## src/rtl/vga_timing_gen_pkg.sv

```systemverilog
// Default VGA timing constants (1024x768 @ 60 Hz, 65 MHz pixel clock) and the
// small helpers shared by the timing generator.
package vga_pkg;

  localparam int HOR_PIXELS = 1024;
  localparam int HOR_FP     = 24;
  localparam int HOR_SYNC   = 136;
  localparam int HOR_BP     = 160;
  localparam int HOR_TOTAL  = HOR_PIXELS + HOR_FP + HOR_SYNC + HOR_BP;

  localparam int VER_PIXELS = 768;
  localparam int VER_FP     = 3;
  localparam int VER_SYNC   = 6;
  localparam int VER_BP     = 29;
  localparam int VER_TOTAL  = VER_PIXELS + VER_FP + VER_SYNC + VER_BP;

  localparam int CNT_W = 11;
  localparam int RGB_W = 12;

  typedef logic [CNT_W-1:0] cnt_t;

  // Half-open window test lo <= v < hi, used for the sync pulses.
  function automatic logic in_win(input cnt_t v, input cnt_t lo, input cnt_t hi);
    return (v >= lo) && (v < hi);
  endfunction

endpackage

```

## src/rtl/vga_timing_gen.sv

```systemverilog
// Head of the draw_* pipeline: free-running h/v counters with registered
// sync/blank flags decoded from the next count so flags and counts line up.
module vga_timing_gen
  import vga_pkg::*;
#(
  parameter int H_ACTIVE = HOR_PIXELS,
  parameter int H_FP     = HOR_FP,
  parameter int H_SYNC   = HOR_SYNC,
  parameter int H_BP     = HOR_BP,
  parameter int V_ACTIVE = VER_PIXELS,
  parameter int V_FP     = VER_FP,
  parameter int V_SYNC   = VER_SYNC,
  parameter int V_BP     = VER_BP
) (
  input  logic        clk,
  input  logic        rst,
  input  logic        en,
  output logic [10:0] hcount,
  output logic [10:0] vcount,
  output logic        hsync,
  output logic        vsync,
  output logic        hblnk,
  output logic        vblnk,
  output logic [11:0] rgb,
  output logic        frame_start
);

  localparam cnt_t H_LAST  = cnt_t'(H_ACTIVE + H_FP + H_SYNC + H_BP - 1);
  localparam cnt_t V_LAST  = cnt_t'(V_ACTIVE + V_FP + V_SYNC + V_BP - 1);
  localparam cnt_t H_ACT   = cnt_t'(H_ACTIVE);
  localparam cnt_t V_ACT   = cnt_t'(V_ACTIVE);
  localparam cnt_t H_HS_LO = cnt_t'(H_ACTIVE + H_FP);
  localparam cnt_t H_HS_HI = cnt_t'(H_ACTIVE + H_FP + H_SYNC);
  localparam cnt_t V_VS_LO = cnt_t'(V_ACTIVE + V_FP);
  localparam cnt_t V_VS_HI = cnt_t'(V_ACTIVE + V_FP + V_SYNC);

  cnt_t h_nxt, v_nxt;
  logic h_wrap, v_wrap;
  // The 0,0 position shown during reset never got a frame_start, so the
  // first enabled cycle after reset still owes the pulse for that frame.
  logic first_pend;

  always_comb begin
    h_wrap = (hcount == H_LAST);
    v_wrap = (vcount == V_LAST);
    h_nxt  = h_wrap ? '0 : hcount + cnt_t'(1);
    v_nxt  = vcount;
    if (h_wrap) v_nxt = v_wrap ? '0 : vcount + cnt_t'(1);
  end

  always_ff @(posedge clk) begin
    rgb <= '0;
    if (rst) begin
      hcount      <= '0;
      vcount      <= '0;
      hsync       <= 1'b0;
      vsync       <= 1'b0;
      hblnk       <= 1'b0;
      vblnk       <= 1'b0;
      frame_start <= 1'b0;
      first_pend  <= 1'b1;
    end else if (en) begin
      hcount      <= h_nxt;
      vcount      <= v_nxt;
      hblnk       <= (h_nxt >= H_ACT);
      vblnk       <= (v_nxt >= V_ACT);
      hsync       <= in_win(h_nxt, H_HS_LO, H_HS_HI);
      vsync       <= in_win(v_nxt, V_VS_LO, V_VS_HI);
      frame_start <= first_pend || (h_wrap && v_wrap);
      first_pend  <= 1'b0;
    end else begin
      frame_start <= 1'b0;
    end
  end

endmodule

```

## config.mk

```make
export PLATFORM = sky130hd
export DESIGN_NAME = vga_timing_gen
export DESIGN_NICKNAME = d
export VERILOG_FILES = /design/src/rtl/vga_timing_gen_pkg.sv /design/src/rtl/vga_timing_gen.sv
export SDC_FILE = /design/constraint.sdc
export NUM_CORES = 1
export LEC_CHECK = 0
export CORE_UTILIZATION = 40
export DETAILED_ROUTE_END_ITERATION = 16
export PLACE_DENSITY = 0.76
export SETUP_SLACK_MARGIN = 0.02
export SLEW_MARGIN = 20
export SYNTH_ARGS = -nofsm -noshare
export SYNTH_HDL_FRONTEND = slang
export SYNTH_SLANG_ARGS = --single-unit
```

## constraint.sdc

```tcl
create_clock -name clk -period 3.3 [get_ports clk]
set_clock_uncertainty 0.1 [all_clocks]
set_input_delay 0.495 -clock clk [delete_from_list [all_inputs] [get_ports clk]]
set_output_delay 0.495 -clock clk [all_outputs]
set_load 0.01 [all_outputs]
```

==> impl_metrics.json <==
{
  "synthCells": 235,
  "min_from": "vsync",
  "layout.nets": 261,
  "clk_latency_ns": 0.27,
  "syn_to_final_growth_pct": 16.6,
  "antenna_found_initial": 0,
  "via_per_inst": 5.49,
  "initial_core_util_pct": 43.1,
  "synth_simple_gate_area_share_pct": 29.9,
  "finalSetupViolCount": 0,
  "yosys_warnings": 0,
  "ant_nets": 0,
  "die_area_mm2": 0.00470,
  "syn_area_per_cell_um2": 7.54,
  "htreeDepth": 1,
  "fin_crit_sh_pct": 83.3,
  "cts.sinks": 27,
  "hpwl_um": 2840,
  "yosys.area.top_type": "dfxtp_1",
  "max_cap_violations": 0,
  "grt_setup_unrepaired": "no",
  "post_cts_buffers": 0,
  "timing.hold.ws_ns": 0.359,
  "slew_violations": 0,
  "ioPinCount": 42,
  "cts-hold-fix-buffers": 0,
  "finalWirelength_um": 3960,
  "numCtsBuffers": 3,
  "path_cells": "or4b_4 > nor4_2 > buf_4 > nand4_1 > mux2i_1 > mux2_2 > o31ai_1",
  "ys_seq_area_share_pct": 30.5,
  "wl_per_cell_um": 13.0,
  "synth_compound_area_share_pct": 17.2,
  "critPathKind": "register to register",
  "netlist_top_cells_count": "nor2_1 (35), dfxtp_1 (27), nand2_1 (19)",
  "r2r_start": "hcount[8]",
  "critPathArrivalTime_ns": 2.84,
  "tritoncts": "done",
  "grt_start_max_net_pins": 20,
  "initialDrtViolationCount": 79,
  "track_usage_pct": 18.6,
  "finalHoldViolations": 0,
  "hold_class": "register to register",
  "status": "complete, no violations",
  "num_rows": 23,
  "synth_edf_count": 0,
  "place.gp.congestion": 0.898,
  "firstDrtPassIters": 4,
  "required_ns": 3.39,
  "yosys.cell_count.top_type": "nor2_1",
  "grt_pass1_wl_um": 6640,
  "critPathBufInv": 1,
  "place_ws_ns": 0.609,
  "synthArstFlopShare_pct": 0,
  "critPathTopFamily": "simple AND/OR/NAND/NOR gates",
  "ys.flop_type": "dfxtp_1",
  "max_freq_mhz": 364,
  "max_stage_delay_ns": 0.53,
  "drc": 0,
  "irDropWorstVdd_mv": 0.170,
  "ctsRootBufferMaster": "clkbuf_8",
  "synthMuxAreaShare_pct": 2.89,
  "setup_ws_ns": 0.552,
  "yosys.area.top_type_share_pct": 30.5,
  "post_cts_resized": 0,
  "synth_xor_area_share_pct": 6.42,
  "die_w_um": 68.6,
  "diodes": 0,
  "critPathSlowestCell": "or4b_4",
  "port_buffers": 29,
  "overflow": 0,
  "cp_max_fo": 10,
  "worst_setup_path_end_kind": "register",
  "netlist_area_mm2": 0.00177,
  "fin_util_pct": 50.2,
  "ys_seq_elements": 27,
  "clkTransAtPathRegs_ns": 0.10,
  "die_h_um": 68.6,
  "power.leakage_uw": 0.000710,
  "num_vias": 1668,
  "report.power.total_uw": 585,
  "finalSetupTns_ns": 0,
  "use_met3_pct": 2.47,
  "crit_path_start_kind": "register",
  "post_synth_num_cell_types": 51,
  "synth_adder_area_share_pct": 2.12,
  "synth_top_family_by_area": "simple AND/OR/NAND/NOR gates",
  "busiest_layer": "met2",
  "crit_path_start": "hcount[8]",
  "coreArea_mm2": 0.00412,
  "power_density_mw_per_mm2": 283,
  "drive_above_1_share_pct": 6.69,
  "use_met1_pct": 25.9,
  "grt_pass1_vias": 1491,
  "clock_path_buffers": 2,
  "synthTopCellsByArea": "dfxtp_1 (30%), nor2_1 (7.4%), buf_4 (5.5%)",
  "grt_util_met2_pct": 29.5,
  "min_period_ns": 2.75
}
area by class of cell:
cell class	count	area (um^2)
Fill cell	436	2050
Multi-Input combinational cell	186	1080
Sequential cell	27	541
Timing Repair Buffer	33	320
Tap cell	50	62.6
Clock buffer	3	41.3
Inverter	4	15.0
Clock inverter	1	5.00
kinds of logic after synthesis:
family | Yosys count
flops | 27
other cells | 1
xor+xnor | 13
simple gates | 104
compound gates | 49
mux | 5
fa+ha+maj | 3
buf+inv | 33
routing by layer:
| layer | vias to the layer above | routed length [um] |
|---|---|---|
| met2 | 47 | 1830 |
| met4 | 0 | 36 |
| met3 | 4 | 169 |
| met1 | 773 | 1920 |
| met5 | - | 0 |
| li1 | 844 | - |
worst min-delay path: cells and delay by family, from the launching register on:
kind	cells	cell delay, ns
flip-flops	1	0.32
AO/OA/AOI/OAI	1	0.05
AND/OR/NAND/NOR	1	0.05
where the power goes:
part           leakage, uW  switching [uW]  internal [uW]  total, uW
clock            0.0000255             106           84.6        191
combinational     0.000465            30.3           22.5       52.8
sequential        0.000219            9.05            332        341
sequential cells by signal (all words and copies together) (netlist names):
name and cells:
hcount 11, vcount 11, first_pend 1, frame_start 1, hsync 1, vblnk 1, vsync 1
path summary, 6_finish.rpt:
kind	endpoint	slack, ns	cells after the start
max	vsync	0.55	7
min	vsync	0.36	2
max reg2reg	vsync	0.55	7
min reg2reg	vsync	0.36	2
placed cells by master, fill, tap and decap left out, types with 2 or more instances in the layout:
| master | Yosys | routed |
|---|---|---|
| o22ai_1 | 2 | 2 |
| a31oi_1 | 3 | 3 |
| o21ai_0 | 15 | 15 |
| nand4_1 | 5 | 5 |
| a21oi_1 | 14 | 14 |
| nand4b_1 | 2 | 2 |
| mux2i_1 | 4 | 4 |
| nor3_1 | 10 | 10 |
| xnor2_1 | 5 | 5 |
| nand2_1 | 19 | 19 |
| a211oi_1 | 2 | 2 |
| xor2_1 | 8 | 8 |
| nand3_1 | 11 | 11 |
| a22oi_1 | 2 | 2 |
| clkbuf_8 | 0 | 3 |
| nor2_1 | 35 | 35 |
| ha_1 | 3 | 3 |
| inv_1 | 4 | 4 |
| nand2b_1 | 2 | 2 |
| nor4_1 | 2 | 2 |
| conb_1 | 1 | 12 |
| nand3b_1 | 2 | 2 |
| or3_1 | 4 | 4 |
| dfxtp_1 | 27 | 27 |
| buf_4 | 13 | 4 |
| clkdlybuf4s50_1 | 0 | 29 |
per-stage QoR:
stage | cells | area, um^2
final | 304 | 2070
after global routing | 304 | 2070
after CTS | 304 | 2070
after detailed placement | 300 | 2020
after global placement | 300 | 2020
after floorplan | 246 | 1810
(Power assumes the default switching activity.)
==> edit: new RTL, same settings <==
One comparison of `hcount` changes from == to >=.
--- a/src/rtl/vga_timing_gen.sv
+++ b/src/rtl/vga_timing_gen.sv
@@ -43,3 +43,3 @@
   always_comb begin
-    h_wrap = (hcount == H_LAST);
+    h_wrap = (hcount >= H_LAST);
     v_wrap = (vcount == V_LAST);
Check against the original RTL: no difference found for any inputs over 10 cycles, from zero or initial values and one cycle with rst high; that may be too few to reach the edited logic, so the function may still have changed.
==> edit against the unedited design <==
Synthesized area grew 0.28%; power increased by 2.3%; final area hardly changed; global-route usage increased by 0.91 points; sequential share of layout area barely moved; die area increased by 0.28%; routed wire length increased by 6.9%; setup slack better by 0.20 ns; sequential cell count did not move; critical path type unchanged; largest cell class unchanged.
==> edit: results (changes against the unedited design) <==
metric,value,unit,change
Worst Hold End,first_pend$_SDFFE_PP1P_,,
placed cell area,2020,sq um,about the same
max incr delay on CP,0.42,ns,-0.11 ns
top post-synthesis cells by area,"dfxtp_1 30%, nor2_1 7.0%, buf_4 6.3%",,
Reg-to-Reg Start,hcount[0]$_SDFFE_PP0P_,,
NumNets Final,254,,-2.7%
share of cells above drive strength 1,0.0607,,-0.00620
Worst path slowest cell,dfxtp_1,,
"IR drop worst, VDD",0.172,mV,+1.0%
min-delay src,first_pend$_SDFFE_PP1P_,,
DP Wirelength,3000,um,+5.5%
Synth cell types,55,,+7.8%
Arrival @ worst endpoint,2.62,ns,-0.22 ns
"Seq/Total Area, Yosys",0.304,,-0.000858
FF-to-FF setup slack,0.75,ns,+0.20 ns
vias in the first global route,1462,,-1.9%
first-pass GRT wire length,6960,um,+4.8%
status,"finished, final reports clean",,
drt via density,5.72,,+4.2%
crit path max fanout,13,,+3
Post-synth top cells,"33 x nor2_1, 27 x dfxtp_1, 20 x nand2_1, 15 x buf_4, 13 x a21oi_1",,
leakage,0.776,nW,+9.3%
GRT Overall Usage,0.195,,+0.00908
WHS Path Cells,1,,-1
GP Congestion,0.876,,-2.4%
FF-to-FF path depth,8,,+1
largest net degree at the start of global routing,24,,+20%
==> edit: changes by cell type in the layout (fill, tap and decap cells not counted), sizes merged, moves of 3 or more <==
cell / before / now
and3: 1 / 7
nor3: 10 / 7
mux2i: 4 / 8
or3: 5 / 2
o21ai: 15 / 12
a41oi: 0 / 3
nand3: 11 / 5
==> edit: worst max path at each step <==
| stage | cells past startpoint | startpoint | slack (ns) | to |
|---|---|---|---|---|
| floorplan | 8 | vcount[0]$_SDFFE_PP0P_ | 1.10 | vsync$_SDFFE_PP0P_ |
| global placement | 8 | hcount[0]$_SDFFE_PP0P_ | 0.91 | hsync$_SDFFE_PP0P_ |
| detailed placement | 8 | hcount[0]$_SDFFE_PP0P_ | 0.82 | hsync$_SDFFE_PP0P_ |
| CTS | 8 | hcount[0]$_SDFFE_PP0P_ | 0.80 | hsync$_SDFFE_PP0P_ |
| global route | 8 | hcount[0]$_SDFFE_PP0P_ | 0.59 | vsync$_SDFFE_PP0P_ |
| finish | 8 | hcount[0]$_SDFFE_PP0P_ | 0.75 | hsync$_SDFFE_PP0P_ |
==> edit: cell type report <==
class	count	area, sq um	area share
clock buffers	3	41.3	0.0200
well taps	50	62.6	0.0302
inverters	4	15.0	0.00726
multi-input cells	180	1090	0.526
flip-flops and latches	27	541	0.261
clock inverters	1	7.51	0.00363
repair buffers	32	313	0.151
==> edit: logic make-up after synthesis <==
| group | Yosys count | synth area share |
|---|---|---|
| and+or+nand+nor | 94 | 0.263 |
| muxes | 8 | 0.0450 |
| buffers and inverters | 34 | 0.107 |
| AOI/OAI and AO/OA | 54 | 0.213 |
| other | 1 | 0.00211 |
| DFF | 27 | 0.304 |
| adders and majority gates | 3 | 0.0211 |
| xor gates and xnor gates | 9 | 0.0443 |
==> edit: layer usage <==
metal	vias up	track usage	routed length, um
met5	-	0	0
met4	0	0.0625	53
met3	6	0.0329	226
met2	62	0.292	1880
met1	792	0.281	2070
li1	838	-	-
==> edit: power by group <==
| part | leakage [nW] | internal, mW | switching [mW] |
|---|---|---|---|
| clock network | 0.0217 | 0.0859 | 0.113 |
| registers | 0.219 | 0.332 | 0.00866 |
| logic | 0.535 | 0.0243 | 0.0346 |
| total | 0.776 | 0.443 | 0.156 |
==> edit: stage by stage <==
stage                     cells  worst slack (ns)   util  hold slack, ns
after global routing        297             0.590  0.499           0.404
after detailed placement    293             0.824  0.487           0.353
after floorplan             241              1.10      -           0.331
after CTS                   297             0.797  0.499           0.380
after global placement      293             0.905  0.487           0.350
final                       297             0.750  0.499           0.380
